==> src/rtl/spi_mac_sequencer.sv <==
// spi_mac_sequencer
// SPI-slave (mode 0) command sequencer in front of a shared multiply-accumulate
// unit. SCK/CS_N/MOSI are synchronised into i_clk. Bits are counted into
// frames, a command byte is decoded, and operand bytes are collected. The block
// then issues single-cycle MAC strobes, or shifts an accumulator snapshot out on
// MISO.
//
// Commands (one frame each, several allowed per CS assertion):
//   0x01 A B : latch A, latch B, then pulse o_mac_en
//   0x02     : pulse o_mac_clr
//   0x03 x x : snapshot i_mac_acc and shift it out MSB first over two frames
//   other    : set sticky o_err and ignore the rest of this CS assertion
//
// Ports:
//   i_clk, i_rst         system clock (>= 8x SCK), synchronous active-high reset
//   i_sck, i_cs_n, i_mosi asynchronous SPI pins
//   o_miso               SPI data out
//   o_mac_a, o_mac_b     operands, held until the next latch
//   o_mac_en, o_mac_clr  single-cycle strobes to the MAC, never together
//   i_mac_acc            accumulator value from the MAC
//   o_busy               high while the FSM is not IDLE
//   o_err                sticky illegal-command flag, cleared at the next CS fall
//   o_state              FSM state (debug)
//
// Strobe contract: o_mac_en and o_mac_clr are pure one-cycle pulses with no
// back-pressure. The MAC must accept them in the cycle they are high.
module spi_mac_sequencer #(
  parameter int DATA_W = 8,
  parameter int CNT_W  = 4,
  parameter int ACC_W  = 16
) (
  input  logic              i_clk,
  input  logic              i_rst,
  input  logic              i_sck,
  input  logic              i_cs_n,
  input  logic              i_mosi,
  output logic              o_miso,
  output logic [DATA_W-1:0] o_mac_a,
  output logic [DATA_W-1:0] o_mac_b,
  output logic              o_mac_en,
  output logic              o_mac_clr,
  input  logic [ACC_W-1:0]  i_mac_acc,
  output logic              o_busy,
  output logic              o_err,
  output logic [2:0]        o_state
);

  typedef enum logic [2:0] {
    IDLE  = 3'd0,
    CMD   = 3'd1,
    OPA   = 3'd2,
    OPB   = 3'd3,
    RD_HI = 3'd4,
    RD_LO = 3'd5,
    SKIP  = 3'd6
  } state_t;

  state_t state;

  // Sync flops reset to 0. If CS_N is already low when reset is released,
  // no false cs_fall is produced, and the sequencer waits for a fresh
  // assertion.
  logic [2:0] sck_s;
  logic [2:0] cs_s;
  logic [1:0] mosi_s;

  always_ff @(posedge i_clk) begin
    if (i_rst) begin
      sck_s  <= '0;
      cs_s   <= '0;
      mosi_s <= '0;
    end else begin
      sck_s  <= {sck_s[1:0], i_sck};
      cs_s   <= {cs_s[1:0], i_cs_n};
      mosi_s <= {mosi_s[0], i_mosi};
    end
  end

  logic sck_rise, sck_fall, cs_fall, cs_active, mosi_bit;
  assign sck_rise  = sck_s[1] & ~sck_s[2];
  assign sck_fall  = ~sck_s[1] & sck_s[2];
  assign cs_fall   = ~cs_s[1] & cs_s[2];
  assign cs_active = ~cs_s[1];
  assign mosi_bit  = mosi_s[1];

  logic [CNT_W-1:0]  bit_cnt;
  logic [DATA_W-1:0] rx;

  always_ff @(posedge i_clk) begin
    if (i_rst) begin
      bit_cnt <= '0;
      rx      <= '0;
    end else if (!cs_active) begin
      bit_cnt <= '0;
    end else if (sck_rise) begin
      rx      <= {rx[DATA_W-2:0], mosi_bit};
      bit_cnt <= (bit_cnt == CNT_W'(DATA_W - 1)) ? '0 : bit_cnt + 1'b1;
    end
  end

  // The frame completes on the rising edge of its last bit. The frame value
  // therefore includes the bit being sampled in this cycle.
  logic              frame_done;
  logic [DATA_W-1:0] frame;
  assign frame_done = cs_active & sck_rise & (bit_cnt == CNT_W'(DATA_W - 1));
  assign frame      = {rx[DATA_W-2:0], mosi_bit};

  logic [ACC_W-1:0] tx;
  logic             hold;
  logic             en_pend;

  always_ff @(posedge i_clk) begin
    if (i_rst) begin
      state     <= IDLE;
      tx        <= '0;
      hold      <= 1'b0;
      en_pend   <= 1'b0;
      o_mac_a   <= '0;
      o_mac_b   <= '0;
      o_mac_en  <= 1'b0;
      o_mac_clr <= 1'b0;
      o_err     <= 1'b0;
    end else begin
      // o_mac_b updates one cycle before o_mac_en, so the MAC sees stable operands.
      o_mac_en  <= en_pend;
      en_pend   <= 1'b0;
      o_mac_clr <= 1'b0;
      if (!cs_active) begin
        state <= IDLE;
      end else begin
        case (state)
          IDLE: if (cs_fall) begin
            state <= CMD;
            o_err <= 1'b0;
          end
          CMD: if (frame_done) begin
            case (frame)
              DATA_W'(1): state <= OPA;
              DATA_W'(2): o_mac_clr <= 1'b1;
              DATA_W'(3): begin
                tx    <= i_mac_acc;
                hold  <= 1'b1;
                state <= RD_HI;
              end
              default: begin
                o_err <= 1'b1;
                state <= SKIP;
              end
            endcase
          end
          OPA: if (frame_done) begin
            o_mac_a <= frame;
            state   <= OPB;
          end
          OPB: if (frame_done) begin
            o_mac_b <= frame;
            en_pend <= 1'b1;
            state   <= CMD;
          end
          RD_HI, RD_LO: begin
            if (frame_done) state <= (state == RD_HI) ? RD_LO : CMD;
            // The first falling edge after the read command belongs to the
            // command frame. It must not shift away the accumulator MSB.
            if (sck_fall) begin
              if (hold) hold <= 1'b0;
              else      tx   <= {tx[ACC_W-2:0], 1'b0};
            end
          end
          default: ;
        endcase
      end
    end
  end

  assign o_miso  = ((state == RD_HI) || (state == RD_LO)) ? tx[ACC_W-1] : 1'b0;
  assign o_busy  = (state != IDLE);
  assign o_state = state;

endmodule

==> config.mk <==
export PLATFORM = sky130hd
export DESIGN_NAME = spi_mac_sequencer
export DESIGN_NICKNAME = d
export VERILOG_FILES = /design/src/rtl/spi_mac_sequencer.sv
export SDC_FILE = /design/constraint.sdc
export NUM_CORES = 1
export LEC_CHECK = 0
export ABC_AREA = 1
export BUFFER_PORTS_ARGS = -buffer_cell sky130_fd_sc_hd__buf_2
export CORE_MARGIN = 4
export CORE_UTILIZATION = 56
export CTS_BUF_LIST = sky130_fd_sc_hd__clkbuf_8 sky130_fd_sc_hd__clkbuf_16
export CTS_CLUSTER_DIAMETER = 60
export DETAILED_ROUTE_END_ITERATION = 10
export HOLD_SLACK_MARGIN = 0.02
export PLACE_DENSITY = 0.76
export SLEW_MARGIN = 40
export SYNTH_ARGS = -nofsm -noshare
export SYNTH_HDL_FRONTEND = slang
export SYNTH_SLANG_ARGS = --single-unit
==> constraint.sdc <==
create_clock -name i_clk -period 2 [get_ports i_clk]
set_input_delay 0.4 -clock i_clk [delete_from_list [all_inputs] [get_ports i_clk]]
set_output_delay 0.4 -clock i_clk [all_outputs]
set_load 0.01 [all_outputs]
==> results of run 1 <==
-- routing by layer --
layer	vias up	wire length, um
met5	-	0
met4	0	132
met2	61	2641
met1	1122	2601
met3	12	266
li1	1319	-
-- cell type report --
| type | count | area (um^2) |
|---|---|---|
| Clock buffer | 9 | 123.9 |
| Clock inverter | 7 | 101.3 |
| Inverter | 56 | 212.7 |
| Tap cell | 67 | 83.83 |
| Fill cell | 433 | 1476 |
| Timing Repair Buffer | 54 | 295.3 |
| Sequential cell | 59 | 1182 |
| Multi-Input combinational cell | 255 | 1247 |
-- registers in the layout, indices dropped and copies added (netlist names), 3 cells and up --
name	flops
sck_s	3
cs_s	3
bit_cnt	4
o_state	3
o_mac_a	8
o_mac_b	8
tx	16
rx	7
-- layout by cell type (no fill, tap or decap), types with 3 or more instances in the layout --
master,instances
a211oi_1,8
a21oi_1,19
buf_2,44
buf_4,10
clkbuf_8,9
dfxtp_1,58
inv_1,51
inv_2,4
nand2_1,84
nand2_2,3
nand3_1,14
nand4_1,18
nor2_1,51
nor2_2,23
nor3_1,3
o21ai_0,21
-- cell families after synthesis --
family	synth area share, %
XOR/XNOR	0.3200
adder cells (fa/ha/maj)	0.4570
AND/OR/NAND/NOR	34.00
buffers and inverters	11.29
flip-flops	43.14
AO/OA/AOI/OAI	10.79
-- worst paths after layout --
kind                            slack [ns]        to  cells past startpoint        from
worst max-delay path                  0.16    o_miso                      4  o_state[2]
worst min-delay path                  0.27   cs_s[0]                      3      i_cs_n
worst max register to register        0.25     tx[4]                      9  bit_cnt[0]
worst min register to register        0.41  o_mac_en                      2     en_pend
-- what timing repair did --
action,in CTS,in global routing
setup endpoints to repair,0,2
resized for setup,0,1
setup buffers,0,3
-- worst reg2reg max path: stages, from the launching register on --
cell and delay [ns]:
dfxtp_1 0.37, ha_1 0.23, nand2_1 0.08, nor2_2 0.09, nand2_2 0.12, a21oi_4 0.31
nand3_4 0.13, inv_4 0.22, nor2_1 0.07, nor2_1 0.08
-- where the power goes --
group / internal (uW) / switching, uW
Clock: 709 / 504
Sequential: 1270 / 95.8
Combinational: 340 / 586
Total: 2320 / 1190
-- metrics by stage --
stage | area, um^2 | utilization, %
after floorplan | 2738 | -
after global placement | 2998 | 63.47
after detailed placement | 2998 | 63.47
after CTS | 3223 | 68.24
after global routing | 3247 | 68.74
final | 3247 | 68.74
==> reports/qor.txt, run 1 <==
status - complete, no violations
met3 usage - 4.292%
initial drt markers - 152
GRT Total Usage - 20.33%
initial antenna violation count - 0
Clock transition at path regs - 0.07 ns
CP max stage delay - 0.54 ns
final setup fails - 0
I/O pin cnt - 45
Yosys reg bits - 59
CTS Buffer Depth - 2
Post-Place Cells - 488
DRT Pass-1 Iters - 5
Num CTS Buffers - 9
syn_area_per_cell - 7.092 um^2
Setup crit start kind - flip-flop
ANT cells - 0
Layout Skew - 0.009127 ns
crit-path cells - nand2_2 > buf_4 > nor2_1 > buf_2
cell with the most instances after synthesis - nand2_1
Worst VDD drop - 0.8725 mV
via count - 2,514
sequential area share after synthesis - 43.14%
CTS H-tree lvls - 3
leakage - 0.001516 uW
grt ovf - 0
Worst setup EP type - output port
post-route minimum period - 1.837 ns
wirelength, routed - 5640 um
worst rel slew slack - 54.65%
cell taking the most area after synthesis - dfxtp_1
CTS tree - yes
first-pass GRT wire length - 9922 um
crit path max fanout - 19
Mapped Area - 2738 um^2
family with the most delay on the worst path - flip-flops
Vias/cell - 4.959
post-synthesis async set-or-reset flop share - 0%
Final #Nets - 457
Die Width - 77.92 um
distinct cell type count after synthesis - 29
fmax - 0.5444 GHz
crit path buf inv count - 2
YS warnings - 0
worst setup margin - 0.1632 ns
synthesis-to-finish area growth - 18.60%
setup TNS - 0 ns
met2 Resource Use GR - 33.13%
Min-Delay Path Class - primary input to flip-flop
ys flop type - dfxtp_1
RSZ-0062 raised after global routing - false
vias in the first global route - 2,313
slowest CP cell - dfxtp_1
Least-Margin Pin Slew - 0.6802 ns
EDFF count, synth - 0
layout cell share with drive strength beyond 1 - 24.77%
Crit Path Category - flip-flop to output port
die area - 6072 um^2
core area - 4723 um^2
initial core utilization - 57.96%
met1 Use GR - 25.27%
Post-Synthesis Net Count - 408
Place WS - 0.2245 ns
Max Slew Vio Count - 0
grt peak-use layer - met2
post-DP HPWL - 3971 um
post-synthesis cell count - 386
Worst-Skew Late Latency - 0.34 ns
Routed Antenna Nets - 0
P per Cell Area - 1080 nW/um^2
Tcrit/Tclk final - 91.84%
hold slack - 0.2682 ns
Synth area leaders - dfxtp_1, nand2_1, inv_1
total power - 3506 uW
clk root buf - clkbuf_8
Synth top cells by count - nand2_1, dfxtp_1, inv_1, nor2_1, nor2_2
largest net degree at the start of global routing - 22
fin cells - 507
Final Hold Viols - 0
Sinks on Clock Net - 59
Worst EP required - 1.60 ns
WP data arrival - 1.44 ns
Max Cap Viol - 0
Routed WL per cell - 11.12 um
FP Rows - 25
drc violations - 0
Die H - 77.92 um
Port Buffers - 44
CTS Hold Bufs - 0
Synth top area share - 43.14%
GPL Wtd Cong - 0.8435
(Power assumes the default switching activity.)
==> run 2: changes to the inputs <==
--- a/config.mk
+++ b/config.mk
@@ -8,13 +8,12 @@
 export ABC_AREA = 1
 export BUFFER_PORTS_ARGS = -buffer_cell sky130_fd_sc_hd__buf_2
 export CORE_MARGIN = 4
-export CORE_UTILIZATION = 56
-export CTS_BUF_LIST = sky130_fd_sc_hd__clkbuf_8 sky130_fd_sc_hd__clkbuf_16
+export CORE_UTILIZATION = 58
+export CTS_BUF_LIST = sky130_fd_sc_hd__clkbuf_8
 export CTS_CLUSTER_DIAMETER = 60
 export DETAILED_ROUTE_END_ITERATION = 10
 export HOLD_SLACK_MARGIN = 0.02
-export PLACE_DENSITY = 0.76
-export SLEW_MARGIN = 40
+export PLACE_DENSITY = 0.79
 export SYNTH_ARGS = -nofsm -noshare
 export SYNTH_HDL_FRONTEND = slang
 export SYNTH_SLANG_ARGS = --single-unit
==> reports/qor.txt, run 2 (synthesized netlist as in run 1, its figures left out) <==
post-DP HPWL - 4043 um
Crit Path Category - flip-flop to output port
ANT cells - 0
Setup crit start kind - flip-flop
Vias/cell - 5.118
Worst-Skew Late Latency - 0.34 ns
flop-to-flop setup slack - 0.26 ns
synthesis-to-finish area growth - 17.55%
WP depth - 4
P per Cell Area - 1074 nW/um^2
fillers - 387
R2R cell count - 6
grt peak-use layer - met2
CTS H-tree lvls - 3
status - complete, no violations
drc violations - 0
Post-CTS Setup Bufs - 0
grt ovf - 0
hold depth - 3
crit path buf inv count - 2
Num CTS Buffers - 9
Worst EP required - 1.60 ns
largest net degree at the start of global routing - 22
Routed Antenna Nets - 0
fmax - 0.5467 GHz
first-pass GRT wire length - 10,010 um
met1 Use GR - 26.24%
CP max stage delay - 0.52 ns
CTS tree - yes
CTS Buffer Depth - 2
met3 usage - 7.845%
worst r2r src - bit_cnt[0]
initial antenna violation count - 0
setup TNS - 0 ns
vias in the first global route - 2,318
initial drt markers - 172
max reg flops - 16
hold slack - 0.2654 ns
Sinks on Clock Net - 59
total power - 3457 uW
Clock transition at path regs - 0.06 ns
final setup fails - 0
Die Width - 76.70 um
GRT Total Usage - 20.81%
post-route minimum period - 1.829 ns
layout cell share with drive strength beyond 1 - 24.20%
Final Hold Viols - 0
Largest Register - tx
Max Cap Viol - 0
crit path max fanout - 19
Port Buffers - 44
Worst VDD drop - 0.8855 mV
Tcrit/Tclk final - 91.46%
I/O pin cnt - 45
GPL Wtd Cong - 0.8419
wirelength, routed - 5734 um
hold_sp - i_mosi
R2R Path End - o_mac_b[7]
die area - 5883 um^2
FP Rows - 24
slowest CP cell - dfxtp_1
Final #Nets - 457
leakage - 0.001523 uW
RSZ-0062 raised after global routing - false
Routed WL per cell - 11.70 um
DRT Pass-1 Iters - 6
Max Slew Vio Count - 0
worst rel slew slack - 52.40%
Hold Path Sink - mosi_s[0]
clk root buf - clkbuf_8
commonest non-fill, non-tap cells in the layout - nand2_1, dfxtp_1, inv_1
Die H - 76.70 um
Layout Skew - 0.01006 ns
via count - 2,508
crit-path cells - nand2_2 > buf_4 > nor2_1 > buf_2
Min-Delay Path Class - primary input to flip-flop
Least-Margin Pin Slew - 0.7139 ns
CTS Hold Bufs - 0
Worst setup EP type - output port
most common cell after layout, fill and taps aside - nand2_1
WP data arrival - 1.43 ns
Regs by FF count - tx: 16 flops, o_mac_a: 8 flops, o_mac_b: 8 flops
family with the most delay on the worst path - flip-flops
core area - 4474 um^2
initial core utilization - 61.19%
met2 Resource Use GR - 31.88%
run 2: through the flow:
stage               std cells  util [%]  setup slack (ns)  cell area [um^2]
floorplan                 386         -            0.4637              2738
global placement          476     67.09            0.3411              3002
detailed placement        476     67.09            0.2566              3002
CTS                       490     71.90           0.08935              3217
global route              490     71.92           0.05959              3218
finish                    490     71.92            0.1708              3218
run 2: area by class of cell:
class / instances / area [um^2] / share of cell area (%)
tap: 52 / 65.06 / 2.022
timing repair buffer: 54 / 295.3 / 9.176
sequential: 59 / 1182 / 36.74
inverter: 56 / 212.7 / 6.610
clock buffer: 11 / 151.4 / 4.704
clock inverter: 3 / 63.81 / 1.983
multi-input combinational: 255 / 1247 / 38.76
run 2: worst max-delay path by stage:
stage / slack (ns) / start / endpoint
2_1_floorplan: 0.46 / bit_cnt[0] / tx[10]
3_3_place_gp: 0.34 / o_state[1] / tx[3]
3_5_place_dp: 0.26 / o_state[1] / tx[3]
4_1_cts: 0.09 / o_state[1] / o_miso
5_1_grt: 0.06 / bit_cnt[1] / o_mac_b[7]
6_report: 0.17 / o_state[2] / o_miso
run 2: power breakdown:
part	leakage [uW]	switching, uW	internal [uW]	total, uW
clock	0.000113	432	751	1180
combinational	0.000932	582	327	909
sequential	0.000479	92.9	1270	1370
total	0.00152	1110	2350	3460
run 2: repair_timing:
action | CTS | global route
resized for setup | 0 | 1
endpoints found under the hold margin | 0 | 0
setup endpoints to repair | 0 | 1
run 2: layer usage:
layer  vias to the layer above  part of all wire (%)
li1                       1312                     -
met1                      1123                    47
met2                        62                    46
met3                        11                   5.3
met4                         0                   1.7
met5                         -                     0
run 2: worst min-delay path, cell delays in order:
cell and delay [ns]:
buf_2 0.07, inv_1 0.03, nor2_1 0.06
==> run 3: changes to the inputs <==
--- a/config.mk
+++ b/config.mk
@@ -5,8 +5,7 @@
 export SDC_FILE = /design/constraint.sdc
 export NUM_CORES = 1
 export LEC_CHECK = 0
-export ABC_AREA = 1
-export BUFFER_PORTS_ARGS = -buffer_cell sky130_fd_sc_hd__buf_2
+export BUFFER_PORTS_ARGS = -buffer_cell sky130_fd_sc_hd__buf_4
 export CORE_MARGIN = 4
 export CORE_UTILIZATION = 58
 export CTS_BUF_LIST = sky130_fd_sc_hd__clkbuf_8
==> reports/qor.txt, run 3 <==
status - complete, no violations
Crit Path Category - flip-flop to flip-flop
Worst setup EP type - flip-flop
commonest non-fill, non-tap cells in the layout - dfxtp_1, buf_4, nor2_1
Max Cap Viol - 0
fmax - 0.5487 GHz
Regs by FF count - tx: 16 flops, o_mac_a: 8 flops, o_mac_b: 8 flops
flop-to-flop setup slack - 0.18 ns
Min-Delay Path Class - primary input to flip-flop
leakage - 0.001630 uW
max reg flops - 16
largest net degree at the start of global routing - 53
vias in the first global route - 1,886
worst rel slew slack - 67.41%
GRT Total Usage - 20.29%
die area - 5661 um^2
wirelength, routed - 5214 um
synthesis-to-finish area growth - 24.00%
switching share of power - 23.67%
core area - 4354 um^2
clk root buf - clkbuf_8
syn_area_per_cell - 9.859 um^2
Die Width - 75.24 um
Least-Margin Pin Slew - 0.4888 ns
Synth area leaders - dfxtp_1, mux2i_1, nor2_1
Die H - 75.24 um
Post-Synthesis Net Count - 288
Setup crit start kind - flip-flop
CTS tree - yes
Largest Register - tx
CTS H-tree lvls - 3
Final #Nets - 340
ys flop type - dfxtp_1
worst r2r src - o_state[2]
Routed Antenna Nets - 0
GPL Wtd Cong - 0.8091
first-pass GRT wire length - 8521 um
R2R cell count - 5
EDFF count, synth - 0
Worst VDD drop - 0.6423 mV
Internal - 1821 uW
FP Rows - 24
I/O pin cnt - 45
Num CTS Buffers - 9
Reg power frac - 49.9%
distinct cell type count after synthesis - 41
Worst-Skew Late Latency - 0.34 ns
final setup fails - 0
Layout Skew - 0.007090 ns
Yosys reg bits - 59
RSZ-0062 raised after global routing - false
CTS Buffer Depth - 2
grt ovf - 0
crit path max fanout - 16
WP data arrival - 2.05 ns
CTS Hold Bufs - 0
Synth top area share - 45.04%
Port Buffers - 44
P per Cell Area - 733.5 nW/um^2
initial core utilization - 60.23%
sequential area share after synthesis - 45.04%
initial antenna violation count - 0
Final Hold Viols - 0
post-route minimum period - 1.823 ns
Worst EP required - 2.23 ns
cell taking the most area after synthesis - dfxtp_1
cts repair resizes - 0
R2R Path End - tx[3]
Tcrit/Tclk final - 91.13%
post-synthesis async set-or-reset flop share - 0%
fin util - 74.68%
Max Slew Vio Count - 0
most common cell after layout, fill and taps aside - dfxtp_1
post-synthesis cell count - 266
ANT cells - 0
setup TNS - 0 ns
Sinks on Clock Net - 59
cell with the most instances after synthesis - dfxtp_1
combinational power share - 4.6%
hold slack - 0.2704 ns
initial drt markers - 87
Post-CTS Setup Bufs - 0
hold depth - 2
Vias/cell - 5.339
YS warnings - 0
Routed WL per cell - 13.90 um
layout cell share with drive strength beyond 1 - 27.86%
hold_sp - i_mosi
Clock transition at path regs - 0.07 ns
DRT Pass-1 Iters - 5
post-DP HPWL - 3651 um
Mapped Area - 2623 um^2
Hold Path Sink - mosi_s[0]
net switching power - 564.6 uW
via count - 2,002
total power - 2385 uW
drc violations - 0
Synth top cells by count - dfxtp_1, nor2_1, mux2i_1, nor2b_1, clkbuf_1
Clock Power Share - 45.5%
[run 3: cell types whose count changed in the layout (fill, tap and decap cells not counted), sizes merged, moves of 5 or more]
cell / change
nand3: -11
inv: -52
o21ai: -22
a21oi: -14
mux2i: +39
nor2b: +26
nand4: -16
mux2: +15
a211oi: -8
nor2: -26
buf: +5
nand2: -79
[run 3: per-stage QoR]
step	std cells	area, um^2	setup WS [ns]
after floorplan	266	2624	0.04070
after global placement	359	3052	0.2427
after detailed placement	359	3052	0.1916
after CTS	375	3252	0.1745
after global routing	375	3252	0.1143
final	375	3252	0.1774
[run 3: power by group through the flow]
stage	clock network [uW]	logic, uW	registers [uW]
2_1_floorplan	0	60.7	1220
3_3_place_gp	0	108	1220
3_5_place_dp	0	110	1220
4_1_cts	1120	110	1190
5_1_grt	1180	121	1190
6_report	1090	109	1190
[run 3: area by class of cell]
| class | count | area, um^2 |
|---|---|---|
| timing repair buffer | 59 | 455.4 |
| clock inverter | 7 | 76.32 |
| sequential | 59 | 1181 |
| fill | 322 | 1102 |
| clock buffer | 9 | 123.9 |
| inverter | 3 | 11.26 |
| multi-input combinational | 186 | 1339 |
| tap | 52 | 65.06 |
[run 3: critical path: stages (launching register included)]
cell and delay (ns):
dfxtp_1 0.43, nand2b_4 0.07, or3_1 0.35, a221o_1 0.36
buf_12 0.17, mux2_1 0.32
[run 3: logic make-up (layout without fill, tap and decap cells)]
logic type	count (synthesis)	in the layout	share of synthesized area [%]
multiplexers	54	54	22.61
flip-flops	59	59	45.04
buffers and inverters	21	78	3.912
AND/OR/NAND/NOR	112	112	22.95
AO/OA/AOI/OAI	17	17	4.342
XOR/XNOR	2	2	0.6681
adder cells (fa/ha/maj)	1	1	0.4770
[run 3: how the worst max path moves through the flow]
stage,start,to,depth (start not counted)
floorplan,o_state[0],tx[10],7
global placement,o_state[2],tx[5],5
detailed placement,o_state[2],tx[3],5
CTS,o_state[2],o_busy,3
global route,bit_cnt[0],tx[1],6
finish,o_state[2],tx[3],5
[run 3: routing by layer]
metal  share of wire (%)  track usage [%]  wire (um)  vias up
met5                   0                0          0        -
met4                 1.3            6.602         70        0
met3                 5.6            9.079        293        7
met2                  48            32.69       2510       47
met1                  45            24.26       2339      937
li1                    -                -          -     1011
